File: config.mk
export PLATFORM = sky130hd
export DESIGN_NAME = axi_master_port
export DESIGN_NICKNAME = d
export VERILOG_FILES = /design/src/rtl/axi_pkg.sv /design/src/rtl/axi_master_port.sv
export SDC_FILE = /design/constraint.sdc
export NUM_CORES = 1
export LEC_CHECK = 0
export ABC_AREA = 1
export CORE_AREA = 2 2 116 118
export DETAILED_ROUTE_END_ITERATION = 8
export DIE_AREA = 0 0 118 120
export PLACE_DENSITY = 0.68
export RECOVER_POWER = 50
export SYNTH_ARGS = -nofsm -noshare
export SYNTH_HDL_FRONTEND = slang
export SYNTH_SLANG_ARGS = --single-unit
File: constraint.sdc
create_clock -name ACLK -period 2.3 [get_ports ACLK]
set_input_delay 0.46 -clock ACLK [delete_from_list [all_inputs] [get_ports ACLK]]
set_output_delay 0.46 -clock ACLK [all_outputs]
set_load 0.005 [all_outputs]
File: src/rtl/axi_pkg.sv
// Shared AXI4 encodings and the manager-port state type.
package axi_pkg;

    localparam int AXI_ID_BITS = 4;

    localparam logic [1:0] BURST_FIXED = 2'b00;
    localparam logic [1:0] BURST_INCR  = 2'b01;
    localparam logic [1:0] BURST_WRAP  = 2'b10;

    localparam logic [1:0] RESP_OKAY   = 2'b00;
    localparam logic [1:0] RESP_EXOKAY = 2'b01;
    localparam logic [1:0] RESP_SLVERR = 2'b10;
    localparam logic [1:0] RESP_DECERR = 2'b11;

    localparam logic [2:0] SIZE_4B = 3'b010;

    typedef enum logic [2:0] {
        IDLE = 3'd0,
        AR   = 3'd1,
        R    = 3'd2,
        AW   = 3'd3,
        W    = 3'd4,
        B    = 3'd5
    } axi_mst_state_e;

    // EXOKAY is treated as an error: this port never issues exclusive accesses.
    function automatic logic resp_bad(input logic [1:0] resp);
        return (resp != RESP_OKAY);
    endfunction

endpackage

File: src/rtl/axi_master_port.sv
// AXI4 manager port: turns single core requests into one in-order AR/R or AW/W/B burst.
module axi_master_port
    import axi_pkg::*;
#(
    parameter logic [AXI_ID_BITS-1:0] MASTER_ID = 4'd0,
    parameter int                     ADDR_W    = 32,
    parameter int                     DATA_W    = 32
) (
    input  logic                   ACLK,
    input  logic                   ARESETn,
    input  logic                   req_valid,
    output logic                   req_ready,
    input  logic                   req_write,
    input  logic [ADDR_W-1:0]      req_addr,
    input  logic [3:0]             req_len,
    input  logic                   wdat_valid,
    output logic                   wdat_ready,
    input  logic [DATA_W-1:0]      wdat,
    input  logic [DATA_W/8-1:0]    wdat_strb,
    output logic                   rdat_valid,
    output logic [DATA_W-1:0]      rdat,
    output logic                   rdat_last,
    output logic                   done,
    output logic                   err,
    output logic [AXI_ID_BITS-1:0] ARID,
    output logic [ADDR_W-1:0]      ARADDR,
    output logic [3:0]             ARLEN,
    output logic [2:0]             ARSIZE,
    output logic [1:0]             ARBURST,
    output logic                   ARVALID,
    input  logic                   ARREADY,
    input  logic [AXI_ID_BITS-1:0] RID,
    input  logic [DATA_W-1:0]      RDATA,
    input  logic [1:0]             RRESP,
    input  logic                   RLAST,
    input  logic                   RVALID,
    output logic                   RREADY,
    output logic [AXI_ID_BITS-1:0] AWID,
    output logic [ADDR_W-1:0]      AWADDR,
    output logic [3:0]             AWLEN,
    output logic [2:0]             AWSIZE,
    output logic [1:0]             AWBURST,
    output logic                   AWVALID,
    input  logic                   AWREADY,
    output logic [DATA_W-1:0]      WDATA,
    output logic [DATA_W/8-1:0]    WSTRB,
    output logic                   WLAST,
    output logic                   WVALID,
    input  logic                   WREADY,
    input  logic [AXI_ID_BITS-1:0] BID,
    input  logic [1:0]             BRESP,
    input  logic                   BVALID,
    output logic                   BREADY
);

    axi_mst_state_e    r_state;
    logic [ADDR_W-1:0] r_addr;
    logic [3:0]        r_len;
    logic [3:0]        r_cnt;
    logic              r_err_acc;
    logic              r_done;
    logic              r_err;

    logic              w_wbeat;
    logic              w_last_cnt;
    logic              w_unused;

    assign w_wbeat    = (r_state == W) && wdat_valid && WREADY;
    assign w_last_cnt = (r_cnt == r_len);
    // Only one transaction is ever in flight, so returned IDs carry no information.
    assign w_unused   = ^{RID, BID, 1'b0};

    // Transaction FSM: latches the request, counts beats, accumulates errors.
    always_ff @(posedge ACLK or negedge ARESETn) begin
        if (!ARESETn) begin
            r_state   <= IDLE;
            r_addr    <= {ADDR_W{1'b0}};
            r_len     <= 4'd0;
            r_cnt     <= 4'd0;
            r_err_acc <= 1'b0;
            r_done    <= 1'b0;
            r_err     <= 1'b0;
        end else begin
            r_done <= 1'b0;
            r_err  <= 1'b0;
            case (r_state)
                IDLE: begin
                    if (req_valid) begin
                        r_addr    <= req_addr;
                        r_len     <= req_len;
                        r_cnt     <= 4'd0;
                        r_err_acc <= 1'b0;
                        r_state   <= req_write ? AW : AR;
                    end
                end
                AR: begin
                    if (ARREADY) r_state <= R;
                end
                R: begin
                    if (RVALID) begin
                        r_cnt <= r_cnt + 4'd1;
                        if (RLAST) begin
                            r_done  <= 1'b1;
                            r_err   <= r_err_acc | resp_bad(RRESP) | !w_last_cnt;
                            r_state <= IDLE;
                        end else begin
                            // A non-final beat at the expected last position is an overrun.
                            r_err_acc <= r_err_acc | resp_bad(RRESP) | w_last_cnt;
                        end
                    end
                end
                AW: begin
                    if (AWREADY) r_state <= W;
                end
                W: begin
                    if (w_wbeat) begin
                        r_cnt <= r_cnt + 4'd1;
                        if (w_last_cnt) r_state <= B;
                    end
                end
                B: begin
                    if (BVALID) begin
                        r_done  <= 1'b1;
                        r_err   <= resp_bad(BRESP);
                        r_state <= IDLE;
                    end
                end
                default: r_state <= IDLE;
            endcase
        end
    end

    assign req_ready  = (r_state == IDLE);
    assign done       = r_done;
    assign err        = r_err;

    assign ARID       = MASTER_ID;
    assign ARADDR     = r_addr;
    assign ARLEN      = r_len;
    assign ARSIZE     = SIZE_4B;
    assign ARBURST    = BURST_INCR;
    assign ARVALID    = (r_state == AR);

    assign RREADY     = (r_state == R);
    assign rdat_valid = (r_state == R) && RVALID;
    assign rdat       = RDATA;
    assign rdat_last  = RLAST;

    assign AWID       = MASTER_ID;
    assign AWADDR     = r_addr;
    assign AWLEN      = r_len;
    assign AWSIZE     = SIZE_4B;
    assign AWBURST    = BURST_INCR;
    assign AWVALID    = (r_state == AW);

    assign WVALID     = (r_state == W) && wdat_valid;
    assign WDATA      = wdat;
    assign WSTRB      = wdat_strb;
    assign WLAST      = (r_state == W) && w_last_cnt;
    assign wdat_ready = (r_state == W) && WREADY;

    assign BREADY     = (r_state == B);

endmodule

==> run_summary.xml, run 1 <==
<?xml version="1.0" encoding="UTF-8"?>
<metrics>
  <group name="pwr">
    <metric name="power_switching_share" unit="">0.321</metric>
    <metric name="clock_power_share" unit="">0.135</metric>
    <metric name="total_switching_power" unit="mW">1.65</metric>
    <metric name="power_share_of_the_sequential_group" unit="">0.294</metric>
    <metric name="powerDensity" unit="mW/mm²">1270</metric>
    <metric name="comb_power_share" unit="">0.571</metric>
    <metric name="cellLeakagePower" unit="nW">1.92</metric>
    <metric name="vdd_ir_drop_max" unit="V">0.000336</metric>
    <metric name="design_internal_power" unit="mW">3.49</metric>
  </group>
  <group name="cells_and_area">
    <metric name="post_route_cells_drive_above_1_share" unit="">0.160</metric>
    <metric name="area_growth_syn_to_layout" unit="%">26.9</metric>
    <metric name="n_antenna_cell" unit="">0</metric>
    <metric name="postLayoutCellArea" unit="mm²">0.00406</metric>
    <metric name="fin_nets" unit="">503</metric>
  </group>
  <group name="synthesis">
    <metric name="netlist.area_leader.share" unit="">0.360</metric>
    <metric name="total_of_warnings_raised_by_yosys" unit="">0</metric>
    <metric name="yosys.cell_types.count" unit="">26</metric>
    <metric name="synth.largest_area_cell" unit="">sky130_fd_sc_hd__dfrtp_1</metric>
    <metric name="synthesis.area" unit="mm²">0.00320</metric>
    <metric name="post_synth.cell_area_avg" unit="µm²">9.60</metric>
    <metric name="synth.top_cells.by_count" unit="">sky130_fd_sc_hd__buf_4 (124), sky130_fd_sc_hd__dfrtp_1 (46), sky130_fd_sc_hd__nand2_1 (42)</metric>
    <metric name="post_synth_main_area_contributors" unit="">sky130_fd_sc_hd__dfrtp_1 (36%), sky130_fd_sc_hd__buf_4 (29%), sky130_fd_sc_hd__mux2_4 (15%), sky130_fd_sc_hd__nand2_1 (4.9%), sky130_fd_sc_hd__nor2_1 (2.7%)</metric>
    <metric name="synth_edf_count" unit="">0</metric>
    <metric name="synthArstFlopShare" unit="">1.00</metric>
    <metric name="postSynth.topFlopCell" unit="">sky130_fd_sc_hd__dfrtp_1</metric>
    <metric name="netlist_instances" unit="">333</metric>
    <metric name="synth_most_common_cell" unit="">sky130_fd_sc_hd__buf_4</metric>
    <metric name="synth_seq_cells" unit="">46</metric>
    <metric name="synth-seq-area-share" unit="">0.360</metric>
  </group>
  <group name="job">
    <metric name="cap_violations" unit="">0</metric>
  </group>
  <group name="route">
    <metric name="post_drt_wl_per_cell" unit="µm">13.7</metric>
    <metric name="num_vias" unit="">2156</metric>
    <metric name="drt-total-wl" unit="µm">7550</metric>
    <metric name="dr.first_iter.drc_count" unit="">79</metric>
    <metric name="final_antenna_net_count" unit="">0</metric>
    <metric name="number_of_remaining_drc_errors" unit="">0</metric>
    <metric name="drt-pass1-iter-count" unit="">4</metric>
    <metric name="vias_per_cell" unit="">3.91</metric>
  </group>
  <group name="setup_path">
    <metric name="cp_data_required_time" unit="ps">1840</metric>
    <metric name="cp_data_arrival_time" unit="ps">1780</metric>
    <metric name="slowest_delay" unit="ps">530</metric>
    <metric name="critical_path.cell_chain" unit="">buf_4, nor2_1, inv_1, nor2_1, clkdlybuf4s50_1</metric>
    <metric name="worst_setup_path_end_kind" unit="">primary output</metric>
    <metric name="setup.worst_path.start" unit="">r_state[1]</metric>
    <metric name="timing.rr.start" unit="">r_state[2]</metric>
    <metric name="start_kind" unit="">flip-flop</metric>
    <metric name="critPathMostFrequentCell" unit="">sky130_fd_sc_hd__nor2_1</metric>
    <metric name="cp_max_fo" unit="">7</metric>
    <metric name="critPathKind" unit="">flip-flop to primary output</metric>
    <metric name="crit_slowest_cell" unit="">sky130_fd_sc_hd__clkdlybuf4s50_1</metric>
  </group>
  <group name="placed_design">
    <metric name="detailedPlace.worstSlack" unit="ps">151</metric>
    <metric name="placed_area" unit="mm²">0.00389</metric>
    <metric name="dp_hpwl" unit="µm">6060</metric>
    <metric name="gp_congestion" unit="">0.800</metric>
    <metric name="io_buffers" unit="">134</metric>
  </group>
  <group name="timing">
    <metric name="grt_setup_unrepaired" unit="">false</metric>
    <metric name="worstMarginPinSlew" unit="ps">901</metric>
    <metric name="postLayoutSetupSlackWorst" unit="ps">64.4</metric>
    <metric name="finalClockSkew" unit="ps">8.10</metric>
    <metric name="timing_hold_violations_final" unit="">0</metric>
    <metric name="report.final.setup_viol" unit="">0</metric>
    <metric name="final-max-slew-violation-count" unit="">0</metric>
    <metric name="slew_headroom" unit="">0.399</metric>
    <metric name="post-route-period-util" unit="">0.972</metric>
    <metric name="final_period_minus_worst_setup_slack" unit="ps">2240</metric>
    <metric name="setup-tns-final" unit="ps">0</metric>
    <metric name="achievable-frequency" unit="GHz">0.447</metric>
  </group>
  <group name="global_route">
    <metric name="pin_count_of_the_biggest_net_entering_global_routing" unit="">35</metric>
    <metric name="grt_pass1_vias" unit="">2127</metric>
    <metric name="grt.met1_usage" unit="">0.111</metric>
    <metric name="grt_pass1_wl" unit="µm">11600</metric>
    <metric name="grt_use_met2" unit="">0.179</metric>
    <metric name="number_of_antenna_violations_at_the_first_check_in_global_routing" unit="">0</metric>
    <metric name="overflow" unit="">0</metric>
    <metric name="gr-usage-met3" unit="">0.0413</metric>
    <metric name="grt_busiest_layer" unit="">met2</metric>
    <metric name="grt_use_total" unit="">0.104</metric>
  </group>
  <group name="floorplanning">
    <metric name="design.die.area" unit="mm²">0.0142</metric>
    <metric name="design.portCount" unit="">297</metric>
    <metric name="initial_core_util" unit="">0.246</metric>
    <metric name="coreArea" unit="mm²">0.0130</metric>
    <metric name="dieHeight" unit="µm">120</metric>
    <metric name="dieWidth" unit="µm">118</metric>
    <metric name="placementRows" unit="">42</metric>
  </group>
  <group name="clock_tree">
    <metric name="clk_slew_on_worst_s_h_paths" unit="ps">70</metric>
    <metric name="tritoncts.num_buffers" unit="">5</metric>
    <metric name="clkLatencyLatePin" unit="ps">290</metric>
    <metric name="tritoncts_num_sinks" unit="">46</metric>
    <metric name="maximum_level_of_the_cts_h_tree" unit="">2</metric>
    <metric name="clockBufferDepth" unit="">2</metric>
    <metric name="clockRootBuffer" unit="">sky130_fd_sc_hd__clkbuf_16</metric>
    <metric name="cts_tree" unit="">yes</metric>
  </group>
  <group name="hold_path">
    <metric name="hp_class" unit="">flip-flop to flip-flop</metric>
    <metric name="min-delay-start" unit="">r_cnt[3]</metric>
  </group>
  <group name="status">
    <metric name="status" unit="">finished, final reports clean</metric>
  </group>
</metrics>
==> final cells by class <==
type                       instances  area, µm²
timing repair buffer             149       1460
tap                              176        220
multi-input combinational        148        998
clock inverter                     2       10.0
clock buffer                       5        125
sequential                        46       1150
fill                            1341       8920
inverter                          25       93.8
==> routing by layer <==
metal	wire, µm	vias up	share of wire
met5	0	-	0
met1	2880	1012	0.38
met2	3630	142	0.48
met4	229	0	0.030
li1	-	981	-
met3	802	21	0.11
==> worst max-delay path, delay by kind of cell (launching register included) <==
family / cells / cell delay [ps]
buf+inv: 3 / 780
flops: 1 / 440
simple gates: 2 / 260
==> cells in the final DEF, fill, tap and decap left out, types with 3 or more instances in the layout <==
master / Yosys / layout
sky130_fd_sc_hd__conb_1: 2 / 18
sky130_fd_sc_hd__clkdlybuf4s50_1: 0 / 130
sky130_fd_sc_hd__clkbuf_16: 0 / 5
sky130_fd_sc_hd__nand3_1: 12 / 12
sky130_fd_sc_hd__mux2_4: 32 / 27
sky130_fd_sc_hd__inv_2: 3 / 3
sky130_fd_sc_hd__a21oi_1: 4 / 4
sky130_fd_sc_hd__nand2_1: 42 / 43
sky130_fd_sc_hd__buf_4: 124 / 11
sky130_fd_sc_hd__dfrtp_1: 46 / 46
sky130_fd_sc_hd__nor2_2: 1 / 6
sky130_fd_sc_hd__nor2_1: 23 / 18
sky130_fd_sc_hd__mux2_1: 0 / 5
sky130_fd_sc_hd__inv_1: 22 / 22
==> flip-flops by register name, summed over array words and instances (netlist names) <==
signal / count
done: 1
err: 1
r_cnt: 4
ARADDR: 32
ARLEN: 4
r_state: 3
r_err_acc: 1
==> final timing paths <==
check	to	slack, ps	depth (start not counted)
max	ARVALID	60	5
min	r_cnt[3]	540	2
max reg2reg	ARADDR[6]	510	5
min reg2reg	r_cnt[3]	540	2
max in group asynchronous	ARADDR[11]	630	3
min in group asynchronous	ARADDR[3]	570	2
==> what timing repair did <==
action / in CTS / in global routing
endpoints found under the hold margin: 4 / 0
setup endpoints to repair: 3 / 1
pin swaps: 1 / 0
gates resized for setup: 7 / 2
hold buffers: 1 / 0
buffers inserted: 6 / 0
cloned: 0 / 0
==> power by group through the flow <==
| stage | registers [mW] | logic [mW] | clock network (mW) |
|---|---|---|---|
| after floorplan | 1.48 | 1.81 | 0 |
| after global placement | 1.51 | 2.90 | 0 |
| after detailed placement | 1.54 | 2.95 | 0 |
| after CTS | 1.52 | 3.04 | 0.728 |
| after global routing | 1.57 | 3.15 | 0.752 |
| final | 1.51 | 2.94 | 0.695 |
==> metrics by stage <==
| step | hold WS, ps | power [mW] | utilization | std cells |
|---|---|---|---|---|
| floorplan | 164 | 3.29 | - | 349 |
| global placement | 281 | 4.41 | 0.299 | 537 |
| detailed placement | 282 | 4.49 | 0.299 | 537 |
| CTS | 521 | 5.29 | 0.315 | 551 |
| global route | 558 | 5.47 | 0.312 | 551 |
| finish | 536 | 5.15 | 0.312 | 551 |
==> logic make-up (layout without fill, tap and decap cells) <==
group / Yosys count / after routing / synth area share
xor gates and xnor gates: 2 / 2 / 0.00548
muxes: 32 / 32 / 0.150
other: 2 / 18 / 0.00235
buffers and inverters: 155 / 181 / 0.342
AOI/OAI and AO/OA: 9 / 9 / 0.0161
adders and majority gates: 1 / 1 / 0.00391
DFF: 46 / 46 / 0.360
and+or+nand+nor: 86 / 86 / 0.120
No activity file was read; power rests on OpenSTA's default activity.
==> run 2: changes to the inputs <==
--- a/config.mk
+++ b/config.mk
@@ -11,6 +11,7 @@
 export DIE_AREA = 0 0 118 120
 export PLACE_DENSITY = 0.68
 export RECOVER_POWER = 50
+export SETUP_SLACK_MARGIN = 0.3
 export SYNTH_ARGS = -nofsm -noshare
 export SYNTH_HDL_FRONTEND = slang
 export SYNTH_SLANG_ARGS = --single-unit
==> run 2 against run 1 <==
Utilization up 0.51 points. Fmax is 17% higher. Worst hold slack got worse by 8.4 ps. Sequential cell count stayed put. Die area did not move. Critical path depth stayed put. Combinational power up 3%. Count of clock-buffer cells in the layout stayed put. Critical path type unchanged.
==> run_summary.xml, run 2 (synthesized netlist as in run 1, its figures left out) <==
<?xml version="1.0" encoding="UTF-8"?>
<metrics>
  <group name="route">
    <metric name="final_antenna_net_count" unit="">0</metric>
    <metric name="dr.first_iter.drc_count" unit="">60</metric>
    <metric name="num_vias" unit="">2172</metric>
    <metric name="drt-pass1-iter-count" unit="">4</metric>
    <metric name="post_drt_wl_per_cell" unit="µm">13.7</metric>
    <metric name="vias_per_cell" unit="">3.90</metric>
    <metric name="drt-total-wl" unit="µm">7610</metric>
    <metric name="number_of_remaining_drc_errors" unit="">0</metric>
  </group>
  <group name="timing">
    <metric name="achievable-frequency" unit="GHz">0.521</metric>
    <metric name="final_period_minus_worst_setup_slack" unit="ps">1920</metric>
    <metric name="timing_hold_violations_final" unit="">0</metric>
    <metric name="worstMarginPinSlew" unit="ps">901</metric>
    <metric name="report.final.setup_viol" unit="">0</metric>
    <metric name="postLayoutSetupSlackWorst" unit="ps">381</metric>
    <metric name="post-route-period-util" unit="">0.834</metric>
    <metric name="slew_headroom" unit="">0.399</metric>
    <metric name="finalClockSkew" unit="ps">8.10</metric>
    <metric name="final-max-slew-violation-count" unit="">0</metric>
    <metric name="setup-tns-final" unit="ps">0</metric>
    <metric name="grt_setup_unrepaired" unit="">true</metric>
  </group>
  <group name="placed_design">
    <metric name="detailedPlace.worstSlack" unit="ps">151</metric>
    <metric name="dp_hpwl" unit="µm">6060</metric>
    <metric name="placed_area" unit="mm²">0.00389</metric>
    <metric name="io_buffers" unit="">134</metric>
    <metric name="gp_congestion" unit="">0.800</metric>
  </group>
  <group name="job">
    <metric name="cap_violations" unit="">0</metric>
  </group>
  <group name="setup_path">
    <metric name="critical_path.cell_chain" unit="">buf_4, nor2_2, nand2_1, nor2_1, dlygate4sd2_1</metric>
    <metric name="cp_max_fo" unit="">5</metric>
    <metric name="critPathKind" unit="">flip-flop to primary output</metric>
    <metric name="slowest_delay" unit="ps">450</metric>
    <metric name="cp_data_arrival_time" unit="ps">1460</metric>
    <metric name="cp_data_required_time" unit="ps">1840</metric>
    <metric name="worst_setup_path_end_kind" unit="">primary output</metric>
    <metric name="crit_slowest_cell" unit="">sky130_fd_sc_hd__dfrtp_1</metric>
    <metric name="start_kind" unit="">flip-flop</metric>
  </group>
  <group name="pwr">
    <metric name="vdd_ir_drop_max" unit="V">0.000336</metric>
    <metric name="powerDensity" unit="mW/mm²">1270</metric>
    <metric name="comb_power_share" unit="">0.582</metric>
    <metric name="power_share_of_the_sequential_group" unit="">0.286</metric>
    <metric name="total_switching_power" unit="mW">1.69</metric>
    <metric name="cellLeakagePower" unit="nW">1.98</metric>
    <metric name="power_switching_share" unit="">0.323</metric>
    <metric name="design_internal_power" unit="mW">3.54</metric>
    <metric name="clock_power_share" unit="">0.133</metric>
  </group>
  <group name="floorplanning">
    <metric name="coreArea" unit="mm²">0.0130</metric>
    <metric name="design.die.area" unit="mm²">0.0142</metric>
    <metric name="dieWidth" unit="µm">118</metric>
    <metric name="placementRows" unit="">42</metric>
    <metric name="dieHeight" unit="µm">120</metric>
    <metric name="design.portCount" unit="">297</metric>
    <metric name="initial_core_util" unit="">0.246</metric>
  </group>
  <group name="global_route">
    <metric name="overflow" unit="">0</metric>
    <metric name="grt_pass1_wl" unit="µm">11700</metric>
    <metric name="grt_use_total" unit="">0.105</metric>
    <metric name="number_of_antenna_violations_at_the_first_check_in_global_routing" unit="">0</metric>
    <metric name="pin_count_of_the_biggest_net_entering_global_routing" unit="">35</metric>
    <metric name="grt_pass1_vias" unit="">2159</metric>
  </group>
  <group name="clock_tree">
    <metric name="tritoncts.num_buffers" unit="">5</metric>
    <metric name="maximum_level_of_the_cts_h_tree" unit="">2</metric>
    <metric name="clockBufferDepth" unit="">2</metric>
    <metric name="tritoncts_num_sinks" unit="">46</metric>
    <metric name="clkLatencyLatePin" unit="ps">290</metric>
    <metric name="cts_tree" unit="">yes</metric>
    <metric name="clk_slew_on_worst_s_h_paths" unit="ps">70</metric>
    <metric name="clockRootBuffer" unit="">sky130_fd_sc_hd__clkbuf_16</metric>
  </group>
  <group name="cells_and_area">
    <metric name="postLayoutCellArea" unit="mm²">0.00412</metric>
    <metric name="post_route_cells_drive_above_1_share" unit="">0.194</metric>
    <metric name="final_core_util" unit="">0.318</metric>
    <metric name="area_growth_syn_to_layout" unit="%">29.0</metric>
    <metric name="fin_nets" unit="">509</metric>
    <metric name="n_antenna_cell" unit="">0</metric>
    <metric name="final_cell_mix" unit="">sky130_fd_sc_hd__clkdlybuf4s50_1 (123), sky130_fd_sc_hd__dfrtp_1 (46), sky130_fd_sc_hd__nand2_1 (42)</metric>
    <metric name="fillCellCount" unit="">1336</metric>
    <metric name="most_frequent_standard_cell_in_the_layout_excluding_fill_and_tap_cells" unit="">sky130_fd_sc_hd__clkdlybuf4s50_1</metric>
    <metric name="largest_register_ffs" unit="">32</metric>
  </group>
  <group name="hold_path">
    <metric name="hp_class" unit="">flip-flop to flip-flop</metric>
  </group>
  <group name="status">
    <metric name="status" unit="">finished, final reports clean</metric>
  </group>
</metrics>
==> run 2: changes by cell type in the layout (fill, tap and decap cells not counted), moves of 2 or more <==
cell,before,now
sky130_fd_sc_hd__nor2_2,6,4
sky130_fd_sc_hd__clkdlybuf4s50_1,130,123
sky130_fd_sc_hd__inv_1,22,19
sky130_fd_sc_hd__inv_2,3,6
sky130_fd_sc_hd__dlygate4sd2_1,2,5
sky130_fd_sc_hd__buf_4,11,15
sky130_fd_sc_hd__buf_6,0,2
sky130_fd_sc_hd__nor2_4,1,4
==> run 2: layout make-up <==
cell class,instances,area [µm²],share of cell area
Timing Repair Buffer,155,1500,0.363
Tap cell,176,220,0.0534
Multi-Input combinational cell,148,1020,0.248
Inverter,25,93.8,0.0228
Sequential cell,46,1150,0.279
Clock buffer,5,125,0.0304
Clock inverter,2,10.0,0.00243
==> run 2: repair_timing <==
item                                    in CTS  in global routing
resized for setup                           20                 11
endpoints found under the hold margin        4                  0
pin swaps                                    1                  2
buffers inserted                            10                  2
hold buffers                                 1                  0
endpoints found under the setup margin       9                  4
==> run 2: worst paths after layout <==
check	from	cells past startpoint	slack, ps	end
setup reg to reg	r_state[0]	7	460	ARADDR[6]
min in group asynchronous	ARESETn	2	570	ARADDR[3]
hold / removal	r_err_acc	2	530	r_err_acc
hold reg to reg	r_err_acc	2	530	r_err_acc
setup / recovery	r_state[2]	5	380	rdat_valid
max in group asynchronous	ARESETn	3	630	ARADDR[11]
==> run 2: metrics by stage <==
step / instances / power, mW / hold WS [ps]
floorplan: 349 / 3.29 / 164
CTS: 555 / 5.32 / 521
global placement: 537 / 4.41 / 281
detailed placement: 537 / 4.49 / 282
finish: 557 / 5.23 / 528
global route: 557 / 5.56 / 558
==> run 2: worst max-delay path, delay by kind of cell, from the launching register on <==
family	cells	cell delay, ps
flip-flops	1	450
buffers and inverters	2	440
AND/OR/NAND/NOR	3	290
==> run 2: layer usage <==
layer	share of wire	global-route usage	up-vias	routed length [µm]
met5	0	0	-	0
met1	0.38	0.111	1021	2900
met2	0.49	0.182	140	3720
met4	0.025	0.0550	0	187
met3	0.11	0.0413	19	803
li1	-	-	992	-
==> run 2: power groups by stage <==
stage	logic, mW	registers [mW]	clock network, mW
2_1_floorplan	1.81	1.48	0
3_3_place_gp	2.90	1.51	0
3_5_place_dp	2.95	1.54	0
4_1_cts	3.10	1.50	0.728
5_1_grt	3.25	1.55	0.752
6_report	3.04	1.49	0.694
